<file path="config.mk">
export PLATFORM = sky130hd
export DESIGN_NAME = dram_uart_writer
export DESIGN_NICKNAME = d
export VERILOG_FILES = /design/src/rtl/dram_uart_pkg.sv /design/src/rtl/uart_rx_8n1.sv /design/src/rtl/dram_uart_writer.sv
export SDC_FILE = /design/constraint.sdc
export NUM_CORES = 1
export LEC_CHECK = 0
export ABC_AREA = 1
export CORE_MARGIN = 10
export CORE_UTILIZATION = 40
export DETAILED_ROUTE_END_ITERATION = 10
export SLEW_MARGIN = 20
export SYNTH_ARGS = -nofsm -noshare
export SYNTH_HDL_FRONTEND = slang
export SYNTH_HIERARCHICAL = 1
export SYNTH_SLANG_ARGS = --single-unit
</file>
<file path="constraint.sdc">
create_clock -name clk -period 3.52 [get_ports clk]
set_input_delay 0.352 -clock clk [delete_from_list [all_inputs] [get_ports clk]]
set_output_delay 0.352 -clock clk [all_outputs]
set_load 0.02 [all_outputs]
</file>
<file path="src/rtl/dram_uart_pkg.sv">
// Shared constants and state encodings for the UART-fed DRAM write port.
// Header byte layout: bit 7 marks a header, bit 6 is reserved (must be 0), bits 5:0 carry the address.
package dram_uart_pkg;

    localparam int DRAM_AW  = 6;
    localparam int DRAM_DW  = 8;
    localparam int HDR_MARK = 7;
    localparam int HDR_RSVD = 6;

    typedef enum logic [1:0] {
        RX_IDLE  = 2'd0,
        RX_START = 2'd1,
        RX_DATA  = 2'd2,
        RX_STOP  = 2'd3
    } rx_state_e;

    typedef enum logic {
        CMD_HDR = 1'b0,
        CMD_DAT = 1'b1
    } cmd_state_e;

    function automatic logic is_header(input logic [7:0] b);
        return b[HDR_MARK] & ~b[HDR_RSVD];
    endfunction

endpackage

</file>
<file path="src/rtl/uart_rx_8n1.sv">
// 8N1 UART receiver: 2-FF synchronizer plus a mid-bit sampling FSM.
// byte_valid/frame_err are registered single-cycle pulses issued on the stop-bit sample.
module uart_rx_8n1
    import dram_uart_pkg::*;
#(
    parameter int CLKS_PER_BIT = 868
) (
    input  logic       clk,
    input  logic       rst,
    input  logic       rx,
    output logic       byte_valid,
    output logic [7:0] byte_data,
    output logic       frame_err
);

    localparam int CNT_W = $clog2(CLKS_PER_BIT);
    localparam logic [CNT_W-1:0] HALF_M1 = CNT_W'(CLKS_PER_BIT / 2 - 1);
    localparam logic [CNT_W-1:0] FULL_M1 = CNT_W'(CLKS_PER_BIT - 1);

    logic            rx_meta_q;
    logic            rx_s_q;
    rx_state_e       state_q,      state_d;
    logic [CNT_W-1:0] clk_cnt_q,   clk_cnt_d;
    logic [2:0]      bit_cnt_q,    bit_cnt_d;
    logic [7:0]      shift_q,      shift_d;
    logic [7:0]      byte_data_q,  byte_data_d;
    logic            byte_valid_q, byte_valid_d;
    logic            frame_err_q,  frame_err_d;

    always_comb begin
        state_d      = state_q;
        clk_cnt_d    = clk_cnt_q;
        bit_cnt_d    = bit_cnt_q;
        shift_d      = shift_q;
        byte_data_d  = byte_data_q;
        byte_valid_d = 1'b0;
        frame_err_d  = 1'b0;
        case (state_q)
            RX_IDLE: begin
                if (!rx_s_q) begin
                    clk_cnt_d = '0;
                    bit_cnt_d = '0;
                    state_d   = RX_START;
                end
            end
            RX_START: begin
                // A start bit that is high again at mid-bit was only a glitch.
                if (clk_cnt_q == HALF_M1) begin
                    clk_cnt_d = '0;
                    state_d   = rx_s_q ? RX_IDLE : RX_DATA;
                end else begin
                    clk_cnt_d = clk_cnt_q + CNT_W'(1);
                end
            end
            RX_DATA: begin
                if (clk_cnt_q == FULL_M1) begin
                    clk_cnt_d = '0;
                    shift_d   = {rx_s_q, shift_q[7:1]};
                    bit_cnt_d = bit_cnt_q + 3'd1;
                    if (bit_cnt_q == 3'd7) begin
                        state_d = RX_STOP;
                    end
                end else begin
                    clk_cnt_d = clk_cnt_q + CNT_W'(1);
                end
            end
            RX_STOP: begin
                // Leaving at mid-stop-bit lets IDLE catch a back-to-back start bit.
                if (clk_cnt_q == FULL_M1) begin
                    clk_cnt_d = '0;
                    state_d   = RX_IDLE;
                    if (rx_s_q) begin
                        byte_valid_d = 1'b1;
                        byte_data_d  = shift_q;
                    end else begin
                        frame_err_d  = 1'b1;
                    end
                end else begin
                    clk_cnt_d = clk_cnt_q + CNT_W'(1);
                end
            end
            default: state_d = RX_IDLE;
        endcase
    end

    always_ff @(posedge clk) begin
        if (rst) begin
            rx_meta_q    <= 1'b1;
            rx_s_q       <= 1'b1;
            state_q      <= RX_IDLE;
            clk_cnt_q    <= '0;
            bit_cnt_q    <= '0;
            shift_q      <= '0;
            byte_data_q  <= '0;
            byte_valid_q <= 1'b0;
            frame_err_q  <= 1'b0;
        end else begin
            rx_meta_q    <= rx;
            rx_s_q       <= rx_meta_q;
            state_q      <= state_d;
            clk_cnt_q    <= clk_cnt_d;
            bit_cnt_q    <= bit_cnt_d;
            shift_q      <= shift_d;
            byte_data_q  <= byte_data_d;
            byte_valid_q <= byte_valid_d;
            frame_err_q  <= frame_err_d;
        end
    end

    assign byte_valid = byte_valid_q;
    assign byte_data  = byte_data_q;
    assign frame_err  = frame_err_q;

endmodule

</file>
<file path="src/rtl/dram_uart_writer.sv">
// Decodes (header, data) byte pairs from the UART into single-cycle DRAM write strobes.
// A pending command is abandoned on a framing error or after TIMEOUT_CLKS idle cycles.
module dram_uart_writer
    import dram_uart_pkg::*;
#(
    parameter int CLKS_PER_BIT = 868,
    parameter int TIMEOUT_CLKS = 1_000_000
) (
    input  logic               clk,
    input  logic               rst,
    input  logic               rx,
    output logic               we,
    output logic [DRAM_AW-1:0] waddr,
    output logic [DRAM_DW-1:0] wdata,
    output logic               busy,
    output logic               frame_err,
    output logic               hdr_err,
    output logic [7:0]         wr_count
);

    localparam int TO_W = $clog2(TIMEOUT_CLKS + 1);
    localparam logic [TO_W-1:0] TO_LIMIT = TO_W'(TIMEOUT_CLKS);

    logic       rx_byte_valid;
    logic [7:0] rx_byte_data;
    logic       rx_frame_err;

    uart_rx_8n1 #(
        .CLKS_PER_BIT(CLKS_PER_BIT)
    ) u_rx (
        .clk       (clk),
        .rst       (rst),
        .rx        (rx),
        .byte_valid(rx_byte_valid),
        .byte_data (rx_byte_data),
        .frame_err (rx_frame_err)
    );

    cmd_state_e         state_q,    state_d;
    logic [DRAM_AW-1:0] addr_q,     addr_d;
    logic [TO_W-1:0]    idle_cnt_q, idle_cnt_d;
    logic               we_q,       we_d;
    logic [DRAM_AW-1:0] waddr_q,    waddr_d;
    logic [DRAM_DW-1:0] wdata_q,    wdata_d;
    logic               busy_q,     busy_d;
    logic               hdr_err_q,  hdr_err_d;
    logic [7:0]         wr_count_q, wr_count_d;

    always_comb begin
        state_d    = state_q;
        addr_d     = addr_q;
        idle_cnt_d = idle_cnt_q;
        we_d       = 1'b0;
        waddr_d    = waddr_q;
        wdata_d    = wdata_q;
        busy_d     = busy_q;
        hdr_err_d  = 1'b0;
        wr_count_d = wr_count_q;
        case (state_q)
            CMD_HDR: begin
                if (rx_byte_valid) begin
                    if (is_header(rx_byte_data)) begin
                        addr_d     = rx_byte_data[DRAM_AW-1:0];
                        idle_cnt_d = '0;
                        busy_d     = 1'b1;
                        state_d    = CMD_DAT;
                    end else begin
                        hdr_err_d  = 1'b1;
                    end
                end
            end
            CMD_DAT: begin
                // A completed byte takes priority over a timeout in the same cycle.
                if (rx_byte_valid) begin
                    we_d       = 1'b1;
                    waddr_d    = addr_q;
                    wdata_d    = rx_byte_data;
                    wr_count_d = wr_count_q + 8'd1;
                    busy_d     = 1'b0;
                    state_d    = CMD_HDR;
                end else if (rx_frame_err || idle_cnt_q == TO_LIMIT) begin
                    busy_d     = 1'b0;
                    state_d    = CMD_HDR;
                end else begin
                    idle_cnt_d = idle_cnt_q + TO_W'(1);
                end
            end
            default: state_d = CMD_HDR;
        endcase
    end

    always_ff @(posedge clk) begin
        if (rst) begin
            state_q    <= CMD_HDR;
            addr_q     <= '0;
            idle_cnt_q <= '0;
            we_q       <= 1'b0;
            waddr_q    <= '0;
            wdata_q    <= '0;
            busy_q     <= 1'b0;
            hdr_err_q  <= 1'b0;
            wr_count_q <= '0;
        end else begin
            state_q    <= state_d;
            addr_q     <= addr_d;
            idle_cnt_q <= idle_cnt_d;
            we_q       <= we_d;
            waddr_q    <= waddr_d;
            wdata_q    <= wdata_d;
            busy_q     <= busy_d;
            hdr_err_q  <= hdr_err_d;
            wr_count_q <= wr_count_d;
        end
    end

    assign we        = we_q;
    assign waddr     = waddr_q;
    assign wdata     = wdata_q;
    assign busy      = busy_q;
    assign hdr_err   = hdr_err_q;
    assign wr_count  = wr_count_q;
    assign frame_err = rx_frame_err;

endmodule

</file>
* Word-level counts from Yosys, hierarchy flattened *
Cells that the tools add are included.

cells by class
  shift operators = 0
  div/mod/pow operators = 0
  multiplexer cells = 33
  multipliers = 0
  equality and inequality tests = 17
  $lt $le $gt $ge = 0
  reductions and logical operators = 15
  $add $sub $neg = 4
  bitwise gates (word level) = 6

operators with widths
  cell                     count
  $mux W20                 4
  $pmux W20 S2             1
  $mux W10                 3
  $pmux W10 S3             1
  $add A20 B1 Y20 const B  1
  $eq A20 B20 Y1 const B   1
  $mux W1                  12
  $mux W2                  6
  $reduce_and A3 Y1        4
  $add A10 B1 Y10 const B  1
  $eq A10 B10 Y1 const B   1
  $eq A10 B9 Y1 const B    1
  $ne A2 B1 Y1 const B     5
  $add A8 B1 Y8 const B    1
  $ne A2 B2 Y1 const B     4
  $pmux W2 S4              1
  $mux W3                  2
  $pmux W3 S2              1
  $reduce_or A3 Y1         2
  $not A1 Y1               5
  $reduce_and A5 Y1        1
  $eq A2 B2 Y1 const B     2
  $pmux W1 S2              2
  $reduce_and A2 Y1        2
  other kinds (10)         11

word-level totals
  input bits = 3
  word-level logic and storage cells = 93
  output and inout port bits = 26
  latch bits = 0
  bits in registers = 87
  RAM bits = 0
  memories kept = 0
  memory bits (read-only) = 0

* Logic depth before layout (Yosys ltp) *
  word-level depth = 5
  gate-level depth with buffers = 11
  gate-level depth less buffers = 11

* Cells and area by module *
Netlist, hierarchy kept.

modules (own cells, without submodules)
  module            times used  area each (um^2)  sequential area each (um^2)  cells an instance
  dram_uart_writer  1           2772.7            1041.0                       428
  uart_rx_8n1       1           1612.8            700.7                        220

* Worst setup path before layout *
No wires, ideal clock.

  kind = register -> register
  start point = register state_q (netlist name)
  end point = register idle_cnt_q[12]
  period minus slack after synthesis = 1902 ps
  setup time = 67 ps
  required time = 3453 ps
  path buffers = 3
  stages on the path, launching flop included = 10
  path slack = 1618 ps
  data arrival time = 1834 ps
  path through = dfxtp_1 -> buf_4 -> clkinv_1 -> buf_2 -> ha_1 -> inv_1 -> nor2_4 -> buf_2 -> nand3_1 -> a21oi_2

RTL lines
  element               RTL line                 RTL
  to (signal assigned)  dram_uart_writer.sv:106  idle_cnt_q <= idle_cnt_d;
  to (decl)             dram_uart_writer.sv:41   logic [TO_W-1:0] idle_cnt_q, idle_cnt_d;

==> results.sh <==
export IMPL_status="complete, no violations"
export IMPL_synth_edff_count=0
export IMPL_synth_area_leaders="dfxtp_1 40%, nand2_1 13%, nor2_1 11%, nand3_1 6.3%, a21oi_1 5.1%"
export IMPL_start_kind="register"
export IMPL_cts_htree_levels=3
export IMPL_hold_depth=1
export IMPL_use_met2=0.209
export IMPL_cts_hold_fix_buffers=0
export IMPL_critPathKind="register to register"
export IMPL_rsz0062_at_grt="no"
export IMPL_first_pass_iters=7
export IMPL_numCtsBuffers=9
export IMPL_initial_utilization=0.406
export IMPL_post_route_drc_count=0
export IMPL_critPathMaxFanout=22
export IMPL_yosysTopAreaCell="dfxtp_1"
export IMPL_crit_path_frequent_cell="nand2_1"
export IMPL_cts_resized_gates=0
export IMPL_dieArea_sq_mm=0.0156
export IMPL_dp_hpwl_mm=7.09
export IMPL_port_buffers=28
export IMPL_fin_crit_sh=0.615
export IMPL_power_density_mw_per_mm2=361
export IMPL_slowest_stage="dfxtp_1"
export IMPL_core_area_sq_mm=0.0108
export IMPL_antenna_diode_count=0
export IMPL_cpPeakStageDelay_ns=0.61
export IMPL_crit_family="simple AND/OR/NAND/NOR gates"
export IMPL_fmax_mhz=462
export IMPL_synthArstFlopShare=0
export IMPL_use_met1=0.159
export IMPL_setup_ws_ns=1.36
export IMPL_finalPower_mw=1.78
export IMPL_nets=683
export IMPL_slew_violations=0
export IMPL_clkLatencyLatePin_ns=0.37
export IMPL_grt_first_pass_wirelength_mm=17.2
export IMPL_yosys_warnings=6
export IMPL_worst_slew_pin_transition_ns=0.960
export IMPL_vias_per_cell=4.87
export IMPL_postRouteAntennaNets=0
export IMPL_setup_viol=0
export IMPL_grt_antenna_before_repair=0
export IMPL_hold_viol=0
export IMPL_fillers=1118
export IMPL_clk_pin_slew_ns=0.09
export IMPL_rr_endpoint="idle_cnt_q[14]"
export IMPL_grt_busiest_layer="met2"
export IMPL_fin_hold_ws_ns=0.418
export IMPL_synth_area_sq_mm=0.00439
export IMPL_worstPathRequired_ns=3.83
export IMPL_worst_hold_startpoint="u_rx/rx_meta_q"
export IMPL_yosysMostFrequentCell="nand2_1"
export IMPL_io_pins=29
export IMPL_grt_ovfl_total=0
export IMPL_drt_first_iter_violations=227
export IMPL_cp_num_buf_inv=2
export IMPL_total_leakage_power_nw=1.98
export IMPL_place_congestion=0.856
export IMPL_met3_usage=0.0345
export IMPL_crit_arrival_ns=2.47
export IMPL_clockBufferDepth=2
export IMPL_synthesis_nets=662
export IMPL_maxCapViolations=0
export IMPL_grt_pass1_vias=3674
export IMPL_endpoint_kind="register"
export IMPL_cts_sinks=87
export IMPL_grtUsageTotal=0.128
export IMPL_period_needed_ns=2.16
export IMPL_ys_seq_area_frac=0.397
export IMPL_syn_inst=648
export IMPL_relSlewSlack=0.359
export IMPL_vdd_drop_max_mv=0.281
export IMPL_wire_per_inst_um=12.1
export IMPL_path_cells="clkinv_1 -> ha_1 -> inv_1 -> nor2_4 -> nand2_8 -> nand2_1 -> nand2_1 -> nor2_1"
export IMPL_die_w_um=125
export IMPL_rr_worst_depth=8
export IMPL_reg2reg_from="state_q"
export IMPL_layout_drive_gt1_share=0.0684
export IMPL_vias=3962
export IMPL_die_h_um=125
export IMPL_tns_ns=0
export IMPL_yosys_cell_types_count=34
export IMPL_synth_seq_cells=87
export IMPL_postCtsSetupBuffers=0
export IMPL_preCtsSetupSlack_ns=1.37
export IMPL_clock_root_buffer="clkbuf_8"
export IMPL_postSynthAreaPerCell_sq_um=6.77
export IMPL_min_to="u_rx/rx_s_q"
export IMPL_wirelength_mm=9.85
export IMPL_yosys_top_cells_count="150 x nand2_1, 124 x nor2_1, 87 x dfxtp_1"
export IMPL_synthFlopType="dfxtp_1"
export IMPL_r2r_setup_slack_ns=1.36
export IMPL_grt_max_degree=40
export IMPL_cts_tree="done"
export IMPL_holdCritPathClass="register to register"
export IMPL_skew_ns=0.00937
export IMPL_rows=38
export IMPL_syn_to_final_growth_pct=12.7
export IMPL_synth_top_area_frac=0.397
worst reg2reg max path, cell delays in order (launching register included):
cell and delay [ns]:
dfxtp_1 0.61, clkinv_1 0.18, ha_1 0.32, inv_1 0.06
nor2_4 0.49, nand2_8 0.18, nand2_1 0.10, nand2_1 0.05
nor2_1 0.12
area by class of cell:
cell class | instances | area (sq um) | share of cell area
multi-input combinational | 475 | 2280 | 0.462
timing repair buffer | 31 | 303 | 0.0613
sequential | 87 | 1740 | 0.352
inverter | 65 | 245 | 0.0496
tap | 140 | 175 | 0.0355
clock inverter | 6 | 70.1 | 0.0142
clock buffer | 9 | 124 | 0.0251
flip-flops by register name, summed over array words and instances (netlist names), 3 cells and up, named ones only:
| name | count |
|---|---|
| wr_count | 8 |
| u_rx/clk_cnt_q | 10 |
| addr_q | 6 |
| u_rx/shift_q | 8 |
| u_rx/byte_data | 8 |
| waddr | 6 |
| wdata | 8 |
| idle_cnt_q | 20 |
| u_rx/bit_cnt_q | 3 |
worst max path at each step:
stage	startpoint	endpoint	slack, ns	cells after the start
after floorplan	state_q	idle_cnt_q[12]	1.62	9
after global placement	state_q	idle_cnt_q[18]	1.44	8
after detailed placement	state_q	idle_cnt_q[14]	1.37	8
after CTS	state_q	idle_cnt_q[14]	1.34	8
after global routing	state_q	idle_cnt_q[17]	1.11	8
final	state_q	idle_cnt_q[14]	1.36	8
routing by layer:
metal / vias up / wire, um
met5: - / 0
met3: 14 / 323
met4: 0 / 152
met2: 50 / 4560
li1: 2112 / -
met1: 1786 / 4820
where the power goes:
group,switching (mW),internal [mW],leakage [nW],total (mW)
clock,0.372,0.330,0.0936,0.702
sequential,0.00913,0.990,0.701,0.999
combinational,0.0584,0.0226,1.18,0.0811
total,0.439,1.34,1.98,1.78
logic make-up (layout without fill, tap and decap cells):
group                      Yosys count  count (layout)  share of synthesized area
adders and majority gates           11              11                     0.0314
xor gates and xnor gates             6               6                     0.0120
buffers and inverters               86             111                     0.0825
and+or+nand+nor                    372             372                      0.375
AOI/OAI and AO/OA                   86              86                      0.102
DFF                                 87              87                      0.397
metrics by stage:
| stage | area (sq um) | util | std cells |
|---|---|---|---|
| finish | 4940 | 0.458 | 813 |
| global route | 4940 | 0.458 | 813 |
| CTS | 4940 | 0.458 | 813 |
| detailed placement | 4750 | 0.440 | 798 |
| global placement | 4750 | 0.440 | 798 |
| floorplan | 4390 | - | 648 |
layout by cell type (no fill, tap or decap), types with 2 or more instances in the layout:
cell	netlist	final
clkbuf_8	0	9
a21oi_2	2	2
nand3_2	2	2
buf_4	1	3
clkinvlp_4	0	2
a21oi_1	45	45
nor2_2	4	4
o21ai_2	2	2
nor3_1	3	3
nand2_1	150	150
inv_1	60	60
nand2_2	2	2
clkinv_2	1	2
xor2_1	5	5
ha_1	11	11
or2_2	2	2
nor2_4	5	5
nor2_1	124	124
o21ai_0	35	35
o21ai_1	2	2
clkdlybuf4s50_1	0	28
dfxtp_1	87	87
nand4_1	17	17
nand3_1	55	55
inv_2	3	3
nand2_4	3	3
Power figures use the tool's default switching activity.
